==> src/rtl/m_div_control.sv <==
// ---------------------------------------------------------------------------
// m_div_control
//
// Sequencing controller for the M-unit's iterative restoring divider.
// It accepts a DIV/DIVU/REM/REMU request and steers the m_registers datapath
// through one load cycle and 32 shift-subtract cycles. It then applies RISC-V
// sign correction and presents a registered result with a one-cycle valid
// pulse.
//
// Divide-by-zero and signed overflow (0x80000000 / -1) are answered directly
// from IDLE. The datapath is not touched in those cases.
//
// Ports
//   clk          clock
//   resetn       asynchronous, active-low reset
//   start_i      request strobe, sampled only in IDLE
//   op_i[1:0]    00 DIV, 01 DIVU, 10 REM, 11 REMU (sampled with start_i)
//   rs1_i[31:0]  dividend (valid in the start_i cycle)
//   rs2_i[31:0]  divisor  (valid in the start_i cycle)
//   sub_neg_i    sign of datapath R-D; consumed by the datapath only
//   R_i[31:0]    datapath remainder register
//   Z_i[31:0]    datapath quotient register
//   mux_R_o      remainder select (MUX_R_* encodings below)
//   mux_D_o      divisor select   (MUX_D_* encodings below)
//   mux_Z_o      quotient select  (MUX_Z_* encodings below)
//   busy_o       high whenever the FSM is not in IDLE
//   valid_o      one-cycle pulse marking result_o as new
//   result_o     registered result, held until the next valid_o
//   state_o      current FSM state (00 IDLE, 01 ITER, 10 FIN) for debug
//
// Handshake: start_i is a single-cycle request. It is taken only while
// busy_o is low and is otherwise dropped, never queued. valid_o is a pulse
// with no back-pressure. A new start_i may be given in the valid_o cycle.
// ---------------------------------------------------------------------------
module m_div_control (
    input  logic        clk,
    input  logic        resetn,
    input  logic        start_i,
    input  logic [1:0]  op_i,
    input  logic [31:0] rs1_i,
    input  logic [31:0] rs2_i,
    input  logic        sub_neg_i,
    input  logic [31:0] R_i,
    input  logic [31:0] Z_i,
    output logic [1:0]  mux_R_o,
    output logic [1:0]  mux_D_o,
    output logic [1:0]  mux_Z_o,
    output logic        busy_o,
    output logic        valid_o,
    output logic [31:0] result_o,
    output logic [1:0]  state_o
);

    // Datapath select encodings, shared with m_registers.
    localparam logic [1:0] MUX_R_KEEP     = 2'd0;
    localparam logic [1:0] MUX_R_A        = 2'd1;
    localparam logic [1:0] MUX_R_A_NEG    = 2'd2;
    localparam logic [1:0] MUX_R_SUB_KEEP = 2'd3;

    localparam logic [1:0] MUX_D_KEEP     = 2'd0;
    localparam logic [1:0] MUX_D_B        = 2'd1;
    localparam logic [1:0] MUX_D_B_NEG    = 2'd2;
    localparam logic [1:0] MUX_D_SHR      = 2'd3;

    localparam logic [1:0] MUX_Z_KEEP     = 2'd0;
    localparam logic [1:0] MUX_Z_ZERO     = 2'd1;
    localparam logic [1:0] MUX_Z_SHL_ADD  = 2'd2;

    typedef enum logic [1:0] {
        IDLE = 2'd0,
        ITER = 2'd1,
        FIN  = 2'd2
    } state_t;

    state_t      r_state;
    logic [4:0]  r_cnt;
    logic        r_is_rem;
    logic        r_neg_q;
    logic        r_neg_r;
    logic        r_valid;
    logic [31:0] r_result;

    // The keep/accept decision lives in the datapath, so the controller
    // sequences identically regardless of data.
    logic w_unused;
    assign w_unused = sub_neg_i;

    logic        w_signed;
    logic        w_is_rem;
    logic        w_div0;
    logic        w_ovf;
    logic        w_special;
    logic        w_neg_q;
    logic        w_neg_r;
    logic [31:0] w_special_result;
    logic [31:0] w_fin_result;

    assign w_signed  = ~op_i[0];
    assign w_is_rem  = op_i[1];
    assign w_div0    = (rs2_i == 32'd0);
    assign w_ovf     = w_signed && (rs1_i == 32'h8000_0000) && (rs2_i == 32'hFFFF_FFFF);
    assign w_special = w_div0 | w_ovf;
    assign w_neg_q   = w_signed & (rs1_i[31] ^ rs2_i[31]);
    assign w_neg_r   = w_signed & rs1_i[31];

    // Divide-by-zero takes priority over overflow.
    always_comb begin
        w_special_result = 32'd0;
        if (w_div0) begin
            w_special_result = w_is_rem ? rs1_i : 32'hFFFF_FFFF;
        end else begin
            w_special_result = w_is_rem ? 32'd0 : 32'h8000_0000;
        end
    end

    // Two's-complement negation mod 2^32. A magnitude of 0x80000000 maps to
    // itself, which is the correct signed result.
    always_comb begin
        w_fin_result = 32'd0;
        if (r_is_rem) begin
            w_fin_result = r_neg_r ? (~R_i + 32'd1) : R_i;
        end else begin
            w_fin_result = r_neg_q ? (~Z_i + 32'd1) : Z_i;
        end
    end

    // The selects are combinational, so the datapath load happens on the
    // same edge that moves the FSM from IDLE to ITER.
    always_comb begin
        mux_R_o = MUX_R_KEEP;
        mux_D_o = MUX_D_KEEP;
        mux_Z_o = MUX_Z_KEEP;
        case (r_state)
            IDLE: begin
                if (start_i && !w_special) begin
                    mux_R_o = w_neg_r ? MUX_R_A_NEG : MUX_R_A;
                    mux_D_o = (w_signed && rs2_i[31]) ? MUX_D_B_NEG : MUX_D_B;
                    mux_Z_o = MUX_Z_ZERO;
                end
            end
            ITER: begin
                mux_R_o = MUX_R_SUB_KEEP;
                mux_D_o = MUX_D_SHR;
                mux_Z_o = MUX_Z_SHL_ADD;
            end
            default: begin
                mux_R_o = MUX_R_KEEP;
                mux_D_o = MUX_D_KEEP;
                mux_Z_o = MUX_Z_KEEP;
            end
        endcase
    end

    always_ff @(posedge clk or negedge resetn) begin
        if (!resetn) begin
            r_state  <= IDLE;
            r_cnt    <= 5'd0;
            r_is_rem <= 1'b0;
            r_neg_q  <= 1'b0;
            r_neg_r  <= 1'b0;
            r_valid  <= 1'b0;
            r_result <= 32'd0;
        end else begin
            r_valid <= 1'b0;
            case (r_state)
                IDLE: begin
                    if (start_i) begin
                        if (w_special) begin
                            r_result <= w_special_result;
                            r_valid  <= 1'b1;
                        end else begin
                            r_is_rem <= w_is_rem;
                            r_neg_q  <= w_neg_q;
                            r_neg_r  <= w_neg_r;
                            r_cnt    <= 5'd0;
                            r_state  <= ITER;
                        end
                    end
                end
                ITER: begin
                    // 32 iterations: cnt runs 0..31 and wraps back to 0.
                    r_cnt <= r_cnt + 5'd1;
                    if (r_cnt == 5'd31) begin
                        r_state <= FIN;
                    end
                end
                FIN: begin
                    r_result <= w_fin_result;
                    r_valid  <= 1'b1;
                    r_state  <= IDLE;
                end
                default: begin
                    r_state <= IDLE;
                end
            endcase
        end
    end

    assign busy_o   = (r_state != IDLE);
    assign valid_o  = r_valid;
    assign result_o = r_result;
    assign state_o  = r_state;

endmodule

==> config.mk <==
export PLATFORM = sky130hd
export DESIGN_NAME = m_div_control
export DESIGN_NICKNAME = d
export VERILOG_FILES = /design/src/rtl/m_div_control.sv
export SDC_FILE = /design/constraint.sdc
export NUM_CORES = 1
export LEC_CHECK = 0
export ABC_AREA = 1
export CAP_MARGIN = 20
export CELL_PAD_IN_SITES_DETAIL_PLACEMENT = 2
export CELL_PAD_IN_SITES_GLOBAL_PLACEMENT = 2
export CORE_UTILIZATION = 22
export CTS_CLUSTER_DIAMETER = 50
export DETAILED_ROUTE_END_ITERATION = 10
export HOLD_SLACK_MARGIN = 0.15
export PLACE_DENSITY_LB_ADDON = 0.1
export SLEW_MARGIN = 40
export SYNTH_ARGS = -nofsm -noshare
export SYNTH_HDL_FRONTEND = slang
export SYNTH_SLANG_ARGS = --single-unit
==> constraint.sdc <==
create_clock -name clk -period 2 [get_ports clk]
set_input_delay 0.4 -clock clk [delete_from_list [all_inputs] [get_ports clk]]
set_output_delay 0.4 -clock clk [all_outputs]
set_load 0.01 [all_outputs]
==> results of run 1 <==
## metrics by stage
step / hold slack [ns] / util, % / power, uW
2_1_floorplan: 0.104 / - / 3440
3_3_place_gp: 0.368 / 37.6 / 5580
3_5_place_dp: 0.370 / 37.6 / 5740
4_1_cts: 0.416 / 39.1 / 6650
5_1_grt: 0.481 / 40.7 / 7410
6_report: 0.438 / 40.7 / 6820
## worst max-delay path: cells and delay by family
family | cells | cell delay, ns
simple gates | 8 | 0.87
compound gates | 1 | 0.07
buf+inv | 3 | 0.28
## where the power goes
group / internal (uW) / leakage, uW / switching (uW)
logic: 2000 / 0.00382 / 2730
clock network: 463 / 0.0000669 / 383
registers: 1060 / 0.000513 / 178
total: 3520 / 0.00440 / 3290
## metal layers
layer,part of all wire (%),GRT usage [%]
met5,0.040,0
met1,45,28.7
met4,2.1,6.75
met2,49,41.8
met3,3.9,3.90
## layout by cell type, fill, tap and decap left out, types with 3 or more instances in the layout
cell	synthesis	layout
sky130_fd_sc_hd__inv_1	77	68
sky130_fd_sc_hd__nand2_1	290	270
sky130_fd_sc_hd__buf_4	2	175
sky130_fd_sc_hd__nand4_1	18	18
sky130_fd_sc_hd__nor2_1	121	77
sky130_fd_sc_hd__nand3_1	175	159
sky130_fd_sc_hd__clkbuf_16	0	6
sky130_fd_sc_hd__o211ai_1	15	15
sky130_fd_sc_hd__nand2_4	2	7
sky130_fd_sc_hd__o21ai_0	43	35
sky130_fd_sc_hd__inv_2	1	10
sky130_fd_sc_hd__clkbuf_2	0	4
sky130_fd_sc_hd__o21ai_1	12	16
sky130_fd_sc_hd__nor3_1	5	4
sky130_fd_sc_hd__buf_6	5	14
sky130_fd_sc_hd__o21ai_2	1	5
sky130_fd_sc_hd__dfrtp_1	43	43
sky130_fd_sc_hd__nand3_4	0	5
sky130_fd_sc_hd__nor3b_2	0	4
sky130_fd_sc_hd__clkdlybuf4s50_1	0	82
sky130_fd_sc_hd__buf_2	10	33
sky130_fd_sc_hd__nor2_4	4	17
sky130_fd_sc_hd__nand3b_1	6	6
sky130_fd_sc_hd__a21oi_1	17	17
sky130_fd_sc_hd__dlymetal6s2s_1	0	20
sky130_fd_sc_hd__dlygate4sd2_1	0	13
sky130_fd_sc_hd__buf_12	1	9
sky130_fd_sc_hd__nand2_2	3	19
sky130_fd_sc_hd__nor2_2	5	36
sky130_fd_sc_hd__nand3_2	2	13
sky130_fd_sc_hd__nand2_8	2	3
sky130_fd_sc_hd__clkdlybuf4s15_1	0	11
## repair_timing
action,in CTS,in global routing
gates cloned,3,1
gates resized for setup,291,99
setup buffers,11,8
hold buffers,1,0
endpoints found under the hold margin,16,0
pin swaps,64,35
setup endpoints to repair,42,39
## state kept, by name, indices dropped and copies added (netlist names)
name      flops
r_neg_q       1
state_o       2
valid_o       1
r_cnt         5
r_is_rem      1
r_neg_r       1
result_o     32
## area by class of cell
type,instances,area [um^2]
Clock buffer,6,129
Sequential cell,43,1080
Tap cell,280,350
Multi-Input combinational cell,737,3840
Timing Repair Buffer,366,3220
Clock inverter,2,12.5
Antenna cell,1,2.50
Inverter,79,310
Fill cell,2690,13000
## worst paths after layout
| check | endpoint | slack (ns) |
|---|---|---|
| max | mux_R_o[0] | -0.03 |
| min in group asynchronous | valid_o | 0.59 |
| max in group asynchronous | result_o[21] | 0.88 |
| min reg2reg | result_o[10] | 0.52 |
| min | result_o[18] | 0.44 |
| max reg2reg | result_o[0] | 0.19 |
## cell usage after synthesis (5+ instances only)
| library cell | count | area share, % |
|---|---|---|
| sky130_fd_sc_hd__a21oi_1 | 17 | 1.7 |
| sky130_fd_sc_hd__buf_1 | 6 | 0.45 |
| sky130_fd_sc_hd__buf_2 | 10 | 1.0 |
| sky130_fd_sc_hd__buf_6 | 5 | 1.1 |
| sky130_fd_sc_hd__clkbuf_1 | 9 | 0.68 |
| sky130_fd_sc_hd__dfrtp_1 | 43 | 22 |
| sky130_fd_sc_hd__inv_1 | 77 | 5.8 |
| sky130_fd_sc_hd__nand2_1 | 290 | 22 |
| sky130_fd_sc_hd__nand3_1 | 175 | 18 |
| sky130_fd_sc_hd__nand3b_1 | 6 | 0.91 |
| sky130_fd_sc_hd__nand4_1 | 18 | 2.3 |
| sky130_fd_sc_hd__nor2_1 | 121 | 9.1 |
| sky130_fd_sc_hd__nor2_2 | 5 | 0.63 |
| sky130_fd_sc_hd__nor3_1 | 5 | 0.50 |
| sky130_fd_sc_hd__o211ai_1 | 15 | 2.3 |
| sky130_fd_sc_hd__o21ai_0 | 43 | 4.3 |
| sky130_fd_sc_hd__o21ai_1 | 12 | 1.2 |
## kinds of logic after synthesis
| family | count (synthesis) |
|---|---|
| AND/OR/NAND/NOR | 640 |
| buffers and inverters | 112 |
| AO/OA/AOI/OAI | 91 |
| flip-flops | 43 |
| adder cells (fa/ha/maj) | 4 |
==> summary by stage, run 1 <==
Critical path
On the worst path, the slowest cell contributes a delay of 0.16 ns. The worst setup path is captured at an output pin. In this run the critical register-to-register path is launched from state_o[1]. The most critical setup path has its startpoint at rs1_i[12]. The depth of the worst register-to-register path is 9. Among all stages on the critical path, the largest delay is contributed by sky130_fd_sc_hd__nor2_4.

The endpoint required time on the critical path is 1.60 ns. The maximum fanout along the worst path is 4. For the worst setup path, the data arrival time is 1.63 ns. The element type at the critical path start is an input port. The critical path in this run is classified as in2out.

The signal on the critical path passes through buf_6 -> nor2_2 -> nand2_2 -> nor2_4 -> nand2_2 -> nor2_4 -> nand3_4 -> nand3_4 -> inv_2 -> nand2_4 -> o21ai_1 -> buf_2.

Logic synthesis
Summing the areas of all and, or, nand and nor instances in the mapped netlist gives 57.0% of the synthesized area. The number of synthesized register bits is 43. The area fraction in compound gates after synthesis is 10.1%. Synthesis produced a netlist with a net count of 1028. The fraction of synthesized area in multiplexers is 0%. Averaged over all synthesized cells, the footprint is 5.58 um^2. Sequential cells were found to cover 21.7% of the synthesized design area. The netlist uses 33 different library cells.

The cell count after synthesis is 890. The number of synthesized flops with an enable pin is 0. The most instantiated flip-flop cell in the synthesis netlist is sky130_fd_sc_hd__dfrtp_1. In the synthesized netlist the async set-or-reset flop fraction comes to 100%. The xor and xnor area share after synthesis is 0%. The netlist area before placement is 4960 um^2.

The post-synthesis adder-cell area fraction is 1.01%. The largest family of logic cells by synthesized area is simple AND/OR/NAND/NOR gates. The number of warnings printed during yosys synthesis is 0.

Placed design
The HPWL after detailed placement is 22100 um. The placer congestion estimate is 0.815. Timing analysis after detailed placement gives a worst setup slack of -0.929 ns. During placement, the flow inserted port buffers numbering 174. The number of instances in the placed design is 1484. The placed standard-cell area is 8250 um^2.

Timing
Across the routed clock network, the largest skew measured is 0.00966 ns. The count of final max-slew check failures is 0. The worst-margin pin slew is 0.458 ns.

Setup violations remaining at the end of the flow were counted as 3. The routed design could run at a clock period as short as 2.03 ns. The final sum of negative setup slack is -0.0509 ns. Timing would allow up to 493 MHz.

The least setup slack across all paths after layout is -0.0270 ns. Setup repair after global routing could not meet its margin everywhere. The hold violation total from the final report was 0. In the finished design, the share of the clock period the worst path needs comes to 101%. The worst pin sits at a relative slew slack of 69.5%.

Floorplan
The boundary pin count is 176. For this configuration, the core starts out at a cell density of 22.6%. The floorplan step defined a die boundary enclosing 23200 um^2. The overall die width is 152 um. After floorplanning, the core was divided into 54 placement rows. The floorplan die height is 152 um. The core area is 22000 um^2.

Worst hold path
The number of cells traversed by the worst hold path is 3. The startpoint identified for the worst hold timing path is rs1_i[18]. The min-delay analysis places its worst path in the category in2reg.

Clock tree
The H-tree was split into 2 levels. After clock tree synthesis, the clock-pin slew on the worst setup and hold paths is 0.06 ns. The clock net sink count is 43. The root buffer cell chosen for the clock tree is sky130_fd_sc_hd__clkbuf_16. Counting along the longest clock path gives a buffer depth of 2. The number of buffers created by CTS is 5. The CTS tree is built. Clock latency on the worst-skew pair, taken at its later pin, is 0.30 ns.

GRT
The via count of the first global-routing pass is 8092. Global routing consumed, over all layers together, 23.4% of the routing resources. For this run the aggregate overflow at the end of global routing stands at 0. The first global-routing pass estimated 42800 um of wire.

The initial antenna violation count is 2. Entering global routing, the biggest net connects 38 pins.

Detailed routing
The total routed wirelength is 27500 um. The average wire per standard cell is 18.1 um. The detailed-route DRC error count is 18. The detail route stage leaves a number of antenna-violating nets equal to 0. The first TritonRoute pass finished after 8 iterations. The total vias in the final route is 7338. Using the TritonRoute via totals, the vias-per-cell ratio works out to 4.85. For this block, the initial DRC count from the detailed router was 158.

Cells and area
Cells with a size suffix above 1 make up 30.1% of the layout. For this run, the number of standard cells in the final layout without fillers is 1514. The number of nets at the end of the flow is 1370. The finished cells cover 8940 um^2. Relative to the synthesized area, the layout overhead comes to 80.0%.

Flow run
The number of violations of the max-capacitance limit is 0.

Status
The flow ran to the end, but the final reports show violations. The final reports fail on design-rule violations, negative setup slack.

Pwr
The worst-case IR drop observed on VDD is 0.000395 V. Summed over all cells, the static leakage comes to 0.00440 uW. The total power density per cell area is 763 nW/um^2.
No activity file was read; power rests on OpenSTA's default activity.
==> run 2: changes to the inputs <==
Settings changed: CORE_UTILIZATION 22 to 31, DONT_BUFFER_PORTS from default to 1.
==> summary by stage, run 2 (synthesis results as in run 1) <==
Cells and area
The post-layout utilization of the core is 35.4%. The library cells used most frequently in the layout, excluding fill and tap cells, are 289 x sky130_fd_sc_hd__nand2_1, 173 x sky130_fd_sc_hd__nand3_1, 117 x sky130_fd_sc_hd__nor2_1. The most common cell after layout, fill and taps aside is sky130_fd_sc_hd__nand2_1.

The register with the most flip-flops in the layout has 32 of them. The fraction of final layout cells with drive strength greater than 1 is 7.30%. The area added between synthesis and finish is 9.85%. The repair_antennas step left the layout with diodes totalling 0. The number of nets at the end of the flow is 1029.

Timing
The least setup slack across all paths after layout is 0.121 ns. The minimum clock period after layout is 1.88 ns. Setup repair after global routing left no endpoint under its margin.

The worst-margin pin slew is 0.456 ns. Across the routed clock network, the largest skew measured is 0.00255 ns. The hold violation total from the final report came to 0. The worst max-slew margin expressed relative to the limit is 69.6%. Hold is met by 0.244 ns. The count of final max-slew check failures is 0. The highest clock rate is 532 MHz.

The period utilization is 94.0%. The number of endpoints failing setup at the final stage is 0.

Clock tree
In this run the number of H-tree levels came out at 2. The clock reaches the later pin of the worst-skew pair after 0.29 ns. The number of buffers added for setup after CTS is 0. The number of buffers created by CTS is 5.

For this design, the sink count on the clock tree is 43. The clock tree root driver cell is sky130_fd_sc_hd__clkbuf_16. The CTS tree is built. The number of buffers on the longest clock path is 2. Clock-pin slew was measured on the worst setup and hold paths at 0.06 ns.

Floorplan
For this configuration, the core starts out at a cell density of 32.2%. The die is 129 um tall. Row generation in the floorplan step produced 45 rows. The overall die width is 129 um. The die footprint is 16500 um^2. The floorplan step defined a core boundary enclosing 15400 um^2. The boundary pin count is 176.

Detailed routing
For this block, the routed nets add up to 22800 um of wire. After detailed routing, the average wire length per cell comes to 20.6 um. Dividing the detail-routed via count by the number of cells gives 5.49. The total vias in the final route is 6055.

The detailed-route DRC error count is 0. For this run, the detailed router's first-pass iteration total came to 4. The count of nets left with antenna violations after detail routing is 0. The number of violations reported at the end of detailed-routing iteration 0 is 276.

Pwr
The relative contribution of the clock network to total power is 15.3%. The combinational share of power is 60.6%. The internal power is 2610 uW. The analysis attributes to cell leakage a power of 0.00261 uW.

Power spread over the standard cell area amounts to 1000 nW/um^2. Across the VDD grid, the largest voltage drop is 0.000305 V. Of the total power, registers draw 24.1%. The switching power of the nets is 2860 uW. Of the total power, the share spent switching nets is 52.3%.

GRT
The initial antenna violation count is 0. The global-route total usage across every layer is 28.0%. The via count of the first global-routing pass is 6608. The total overflow left after global routing is 0.

The maximum number of pins on one net before global-route repair is 44. The first-pass GRT wire length is 35700 um.

Critical path
The worst setup path is of the in2out kind. At the worst endpoint, the required time is 1.60 ns. In this run the critical register-to-register path is captured at result_o[6]. The highest-delay cell along the critical path is sky130_fd_sc_hd__nor2_2. The element type at the critical path start is an input port. Among cell families on the critical path, the largest total delay comes from simple AND/OR/NAND/NOR gates.

The source of the worst register-to-register timing path is r_neg_q. The type of element capturing the critical path is an output pin. Counting cells, the worst reg-to-reg path comes to 9. The data arrival time of the critical path is 1.48 ns. The critical path goes through nor2_1 -> nand2_1 -> nor2_2 -> nand2_2 -> nor2_2 -> nand3_2 -> nand3_2 -> nor2_2 -> nand2_1 -> nand2_1.

The largest single stage delay on the critical path is 0.16 ns. The critical path contains buffers and inverters numbering 0 combined. The maximum fanout along the worst path is 3. The worst register-to-register path has a setup slack of 0.17 ns.

Status
The flow ran to the end, and the final reports show no timing, DRC or antenna violations.

Placed design
After legalization and detailed placement, the total HPWL measured 18800 um. The placer congestion estimate is 0.891. The setup slack at placement is -0.0298 ns. During placement, the flow inserted port buffers numbering 0.

Flow run
The number of violations of the max-capacitance limit is 0.

Worst hold path
The hold path endpoint is r_is_rem. The startpoint of the tightest hold check path is op_i[1]. The type of the most critical hold path is in2reg.

The number of cells traversed by the worst hold path is 2.
[run 2: cell types whose count changed in the layout (fill, tap and decap cells not counted), moves of 20 or more]
cell,previous run,this run
sky130_fd_sc_hd__dlymetal6s2s_1,20,0
sky130_fd_sc_hd__buf_2,33,0
sky130_fd_sc_hd__clkdlybuf4s50_1,82,0
sky130_fd_sc_hd__nor2_1,77,117
sky130_fd_sc_hd__buf_4,175,23
sky130_fd_sc_hd__nor2_2,36,9
[run 2: layer usage]
metal  part of all wire (%)  vias up  track usage [%]
met2                     49      180             49.3
met3                    7.3       24             7.36
met1                     42     2930             34.2
li1                       -     2921                -
met5                      0        -                0
met4                    1.5        0             5.67
[run 2: worst max-delay path by stage]
stage,startpoint,endpoint,slack (ns),cells after the start
6_report,rs1_i[11],mux_R_o[1],0.12,10
5_1_grt,rs1_i[11],mux_R_o[1],0.03,10
4_1_cts,rs1_i[4],mux_R_o[1],0.02,10
3_5_place_dp,rs1_i[1],result_o[0],-0.03,12
3_3_place_gp,rs1_i[11],result_o[20],0.07,12
2_1_floorplan,rs2_i[18],mux_D_o[0],0.26,9
[run 2: final cells by class]
type	count	area [um^2]
Tap cell	211	264
Sequential cell	43	1080
Inverter	79	310
Multi-Input combinational cell	735	3410
Fill cell	2010	9970
Clock inverter	1	5.00
Clock buffer	6	139
Timing Repair Buffer	27	250
[run 2: power by group through the flow]
stage / sequential [uW] / combinational, uW / clock (uW)
floorplan: 1220 / 2220 / 0
global placement: 1310 / 3090 / 0
detailed placement: 1320 / 3260 / 0
CTS: 1310 / 3310 / 858
global route: 1340 / 3690 / 909
finish: 1310 / 3310 / 837
[run 2: timing repair]
action / CTS / global route
resized for setup: 4 / 8
hold buffers: 2 / 0
pin swaps: 0 / 0
endpoints found under the hold margin: 43 / 0
endpoints found under the setup margin: 4 / 6
[run 2: per-stage QoR]
step	instances	area [um^2]	TNS, ns	total power, uW
after floorplan	890	4960	0	3440
after global placement	1093	5240	0	4390
after detailed placement	1093	5240	-0.0649	4590
after CTS	1102	5430	0	5480
after global routing	1102	5450	0	5940
final	1102	5450	0	5470
[run 2: worst reg2reg max path, cell delays in order, from the launching register on]
cell,delay (ns)
sky130_fd_sc_hd__dfrtp_2,0.49
sky130_fd_sc_hd__inv_1,0.21
sky130_fd_sc_hd__o21ai_0,0.27
sky130_fd_sc_hd__a21oi_1,0.10
sky130_fd_sc_hd__o21ai_0,0.14
sky130_fd_sc_hd__o21ai_0,0.21
sky130_fd_sc_hd__nand2_1,0.10
sky130_fd_sc_hd__nand2_1,0.07
sky130_fd_sc_hd__nand2_1,0.07
sky130_fd_sc_hd__nand2_1,0.06
==> run 3: changes to the inputs <==
Settings changed: CORE_ASPECT_RATIO from default to 0.7.
==> summary by stage, run 3 (synthesis results as in run 1) <==
Floorplan
The core region is 15600 um^2. The die is 108 um tall. During I/O placement, the number of pins put on the boundary was 176. The standard-cell row count is 38. The floorplan step defined a die boundary enclosing 16500 um^2. For this configuration, the core starts out at a cell density of 31.8%. The overall die width is 153 um.

Critical path
STA puts the critical path data arrival time at 1.46 ns. The type of element capturing the critical path is an output pin. The maximum fanout along the worst path is 4.

The worst setup path is launched from an input port. Data on the critical path is required at its endpoint by 1.60 ns. The worst setup path is of the in2out kind. The startpoint identified for the worst register-to-register timing path is r_neg_q. The launching element of the worst setup path is rs1_i[9].

Detailed routing
Wires add up to 23100 um. The total vias in the final route is 6131. The count of nets left with antenna violations after detail routing is 0. The detailed-route DRC error count is 0. In the final routed layout, each cell accounts on average for 21.1 um. The detailed router finished its first iteration with 299 violations. After detailed routing, the number of vias per cell comes to 5.60.

The first detailed-routing pass took 4 iterations.

Clock tree
The number of buffers on the longest clock path is 2. Buffers inserted during clock tree synthesis total 5. The clock tree synthesis step divided the H-tree into 2 levels. TritonCTS built the clock tree. The clock tree root driver cell is sky130_fd_sc_hd__clkbuf_16.

The number of buffers added for setup after CTS is 0. The clock net sink count is 43. Clock-pin slew was measured on the worst setup and hold paths at 0.07 ns. The clock network latency to the later pin of the worst-skew pair is 0.29 ns.

Timing
For the finished layout, the period the worst path requires is 1.86 ns. The least setup slack across all paths after layout is 0.144 ns. At the pin with the least slew margin, the transition time is 0.592 ns. After routing, the total negative slack on setup checks comes to 0 ns. Setup repair after global routing left no endpoint under its margin. Hold timing on the final database bottoms out at a slack of 0.237 ns. The final critical path takes up 92.8% of the cycle. The highest clock rate is 539 MHz. The worst max-slew margin expressed relative to the limit is 60.5%. The clock tree skew after final layout is 0.00378 ns.

The count of final max-slew check failures was 0. The hold violation total from the final report is 0. Setup violations remaining at the end of the flow were counted as 0.

Cells and area
Of the cells placed in the final design, the portion with a size suffix greater than 1 is 7.37%. The most common cell after layout, fill and taps aside is sky130_fd_sc_hd__nand2_1. For this run, the share of the core covered by cells in the final layout is 35.4%. The area added between synthesis and finish is 11.1%. The number of nets at the end of the flow is 1032. The register with the most flip-flops in the layout has 32 of them. In the layout the commonest cells are 290 x sky130_fd_sc_hd__nand2_1, 174 x sky130_fd_sc_hd__nand3_1, 118 x sky130_fd_sc_hd__nor2_1. The antenna diode count is 0.

Pwr
The clock network accounts for 18.6% of the total power. The sequential fraction of design power is 22.6%. Internal power comes to 2880 uW. VDD sags by at most 0.000305 V. The static leakage is 0.00264 uW. Combinational logic burns 58.7% of the power. In this run the power density over the cells is 1050 nW/um^2. The share of total power consumed by net switching is 50.5%. The analysis attributes to net switching a power of 2930 uW.

Flow run
The number of violations of the max-capacitance limit is 0.

GRT
The remaining global-route overflow is 0. The first-pass GRT wire length is 36100 um. Entering global routing, the biggest net connects 44 pins. The initial antenna violation count was 0. The global-route total usage across every layer is 28.3%. The via count of the first global-routing pass is 6497.

Placed design
At the end of routability-driven placement, the weighted congestion stood at 0.897. The setup slack at placement is -0.0205 ns. After legalization and detailed placement, the total HPWL measured 19100 um. Input and output buffers added on the ports amount to 0.

Worst hold path
The worst hold path begins at op_i[1]. The type of the most critical hold path is in2reg.

Status
The flow ran to the end, and the final reports show no timing, DRC or antenna violations.
## run 3: changes by cell type in the layout (fill, tap and decap cells not counted)
| cell | delta |
|---|---|
| sky130_fd_sc_hd__bufinv_16 | +2 |
| sky130_fd_sc_hd__clkinvlp_4 | +1 |
| sky130_fd_sc_hd__nor2_2 | -1 |
| sky130_fd_sc_hd__nand3_1 | +1 |
| sky130_fd_sc_hd__nand3_2 | -1 |
| sky130_fd_sc_hd__clkbuf_8 | -1 |
| sky130_fd_sc_hd__buf_4 | +2 |
| sky130_fd_sc_hd__clkbuf_1 | +1 |
| sky130_fd_sc_hd__buf_12 | +1 |
| sky130_fd_sc_hd__nand2_2 | -1 |
| sky130_fd_sc_hd__nor2_1 | +1 |
| sky130_fd_sc_hd__inv_1 | -1 |
| sky130_fd_sc_hd__nand2_1 | +1 |
| sky130_fd_sc_hd__clkinv_2 | -1 |
## run 3: worst paths after layout
kind                                 to  cells after the start  slack [ns]
setup / recovery             mux_D_o[1]                     10        0.14
hold / removal                 r_is_rem                      2        0.24
setup reg to reg           result_o[21]                      9        0.16
hold reg to reg                r_cnt[3]                      2        0.51
max in group asynchronous       r_neg_r                      2        1.16
min in group asynchronous       valid_o                      2        0.61
## run 3: per-stage QoR
stage,power (uW),cell area [um^2],cells
after floorplan,3440,4960,890
after global placement,4470,5270,1085
after detailed placement,4680,5270,1085
after CTS,5820,5490,1095
after global routing,6280,5510,1095
final,5810,5510,1095
## run 3: cell type report
| cell class | count | area [um^2] |
|---|---|---|
| Clock buffer | 6 | 129 |
| Clock inverter | 2 | 60.1 |
| Fill cell | 2017 | 10100 |
| Inverter | 79 | 314 |
| Multi-Input combinational cell | 735 | 3400 |
| Sequential cell | 43 | 1080 |
| Tap cell | 200 | 250 |
| Timing Repair Buffer | 30 | 285 |
## run 3: worst max-delay path, stage by stage
cell,delay [ns]
sky130_fd_sc_hd__nor2_1,0.09
sky130_fd_sc_hd__nand2_1,0.07
sky130_fd_sc_hd__nor2_2,0.16
sky130_fd_sc_hd__nand2_1,0.13
sky130_fd_sc_hd__nor2_1,0.12
sky130_fd_sc_hd__nand3_1,0.12
sky130_fd_sc_hd__nand3_2,0.11
sky130_fd_sc_hd__inv_1,0.05
sky130_fd_sc_hd__nand2_2,0.09
sky130_fd_sc_hd__o21ai_1,0.12
## run 3: routing by layer
metal / wire length, um / vias to the layer above / track usage (%)
li1: - / 2919 / -
met1: 11100 / 3047 / 39.3
met2: 10300 / 155 / 45.4
met3: 1580 / 10 / 7.00
met4: 131 / 0 / 2.45
met5: 0 / - / 0
## run 3: power by group through the flow
stage          sequential (uW)  clock, uW  combinational [uW]
2_1_floorplan             1220          0                2220
3_3_place_gp              1310          0                3160
3_5_place_dp              1320          0                3360
4_1_cts                   1310       1100                3410
5_1_grt                   1340       1140                3790
6_report                  1310       1080                3410
## run 3: what timing repair did
action	CTS	global route
hold buffers	2	0
endpoints found under the hold margin	43	0
gates resized for setup	0	10
setup endpoints to repair	0	6
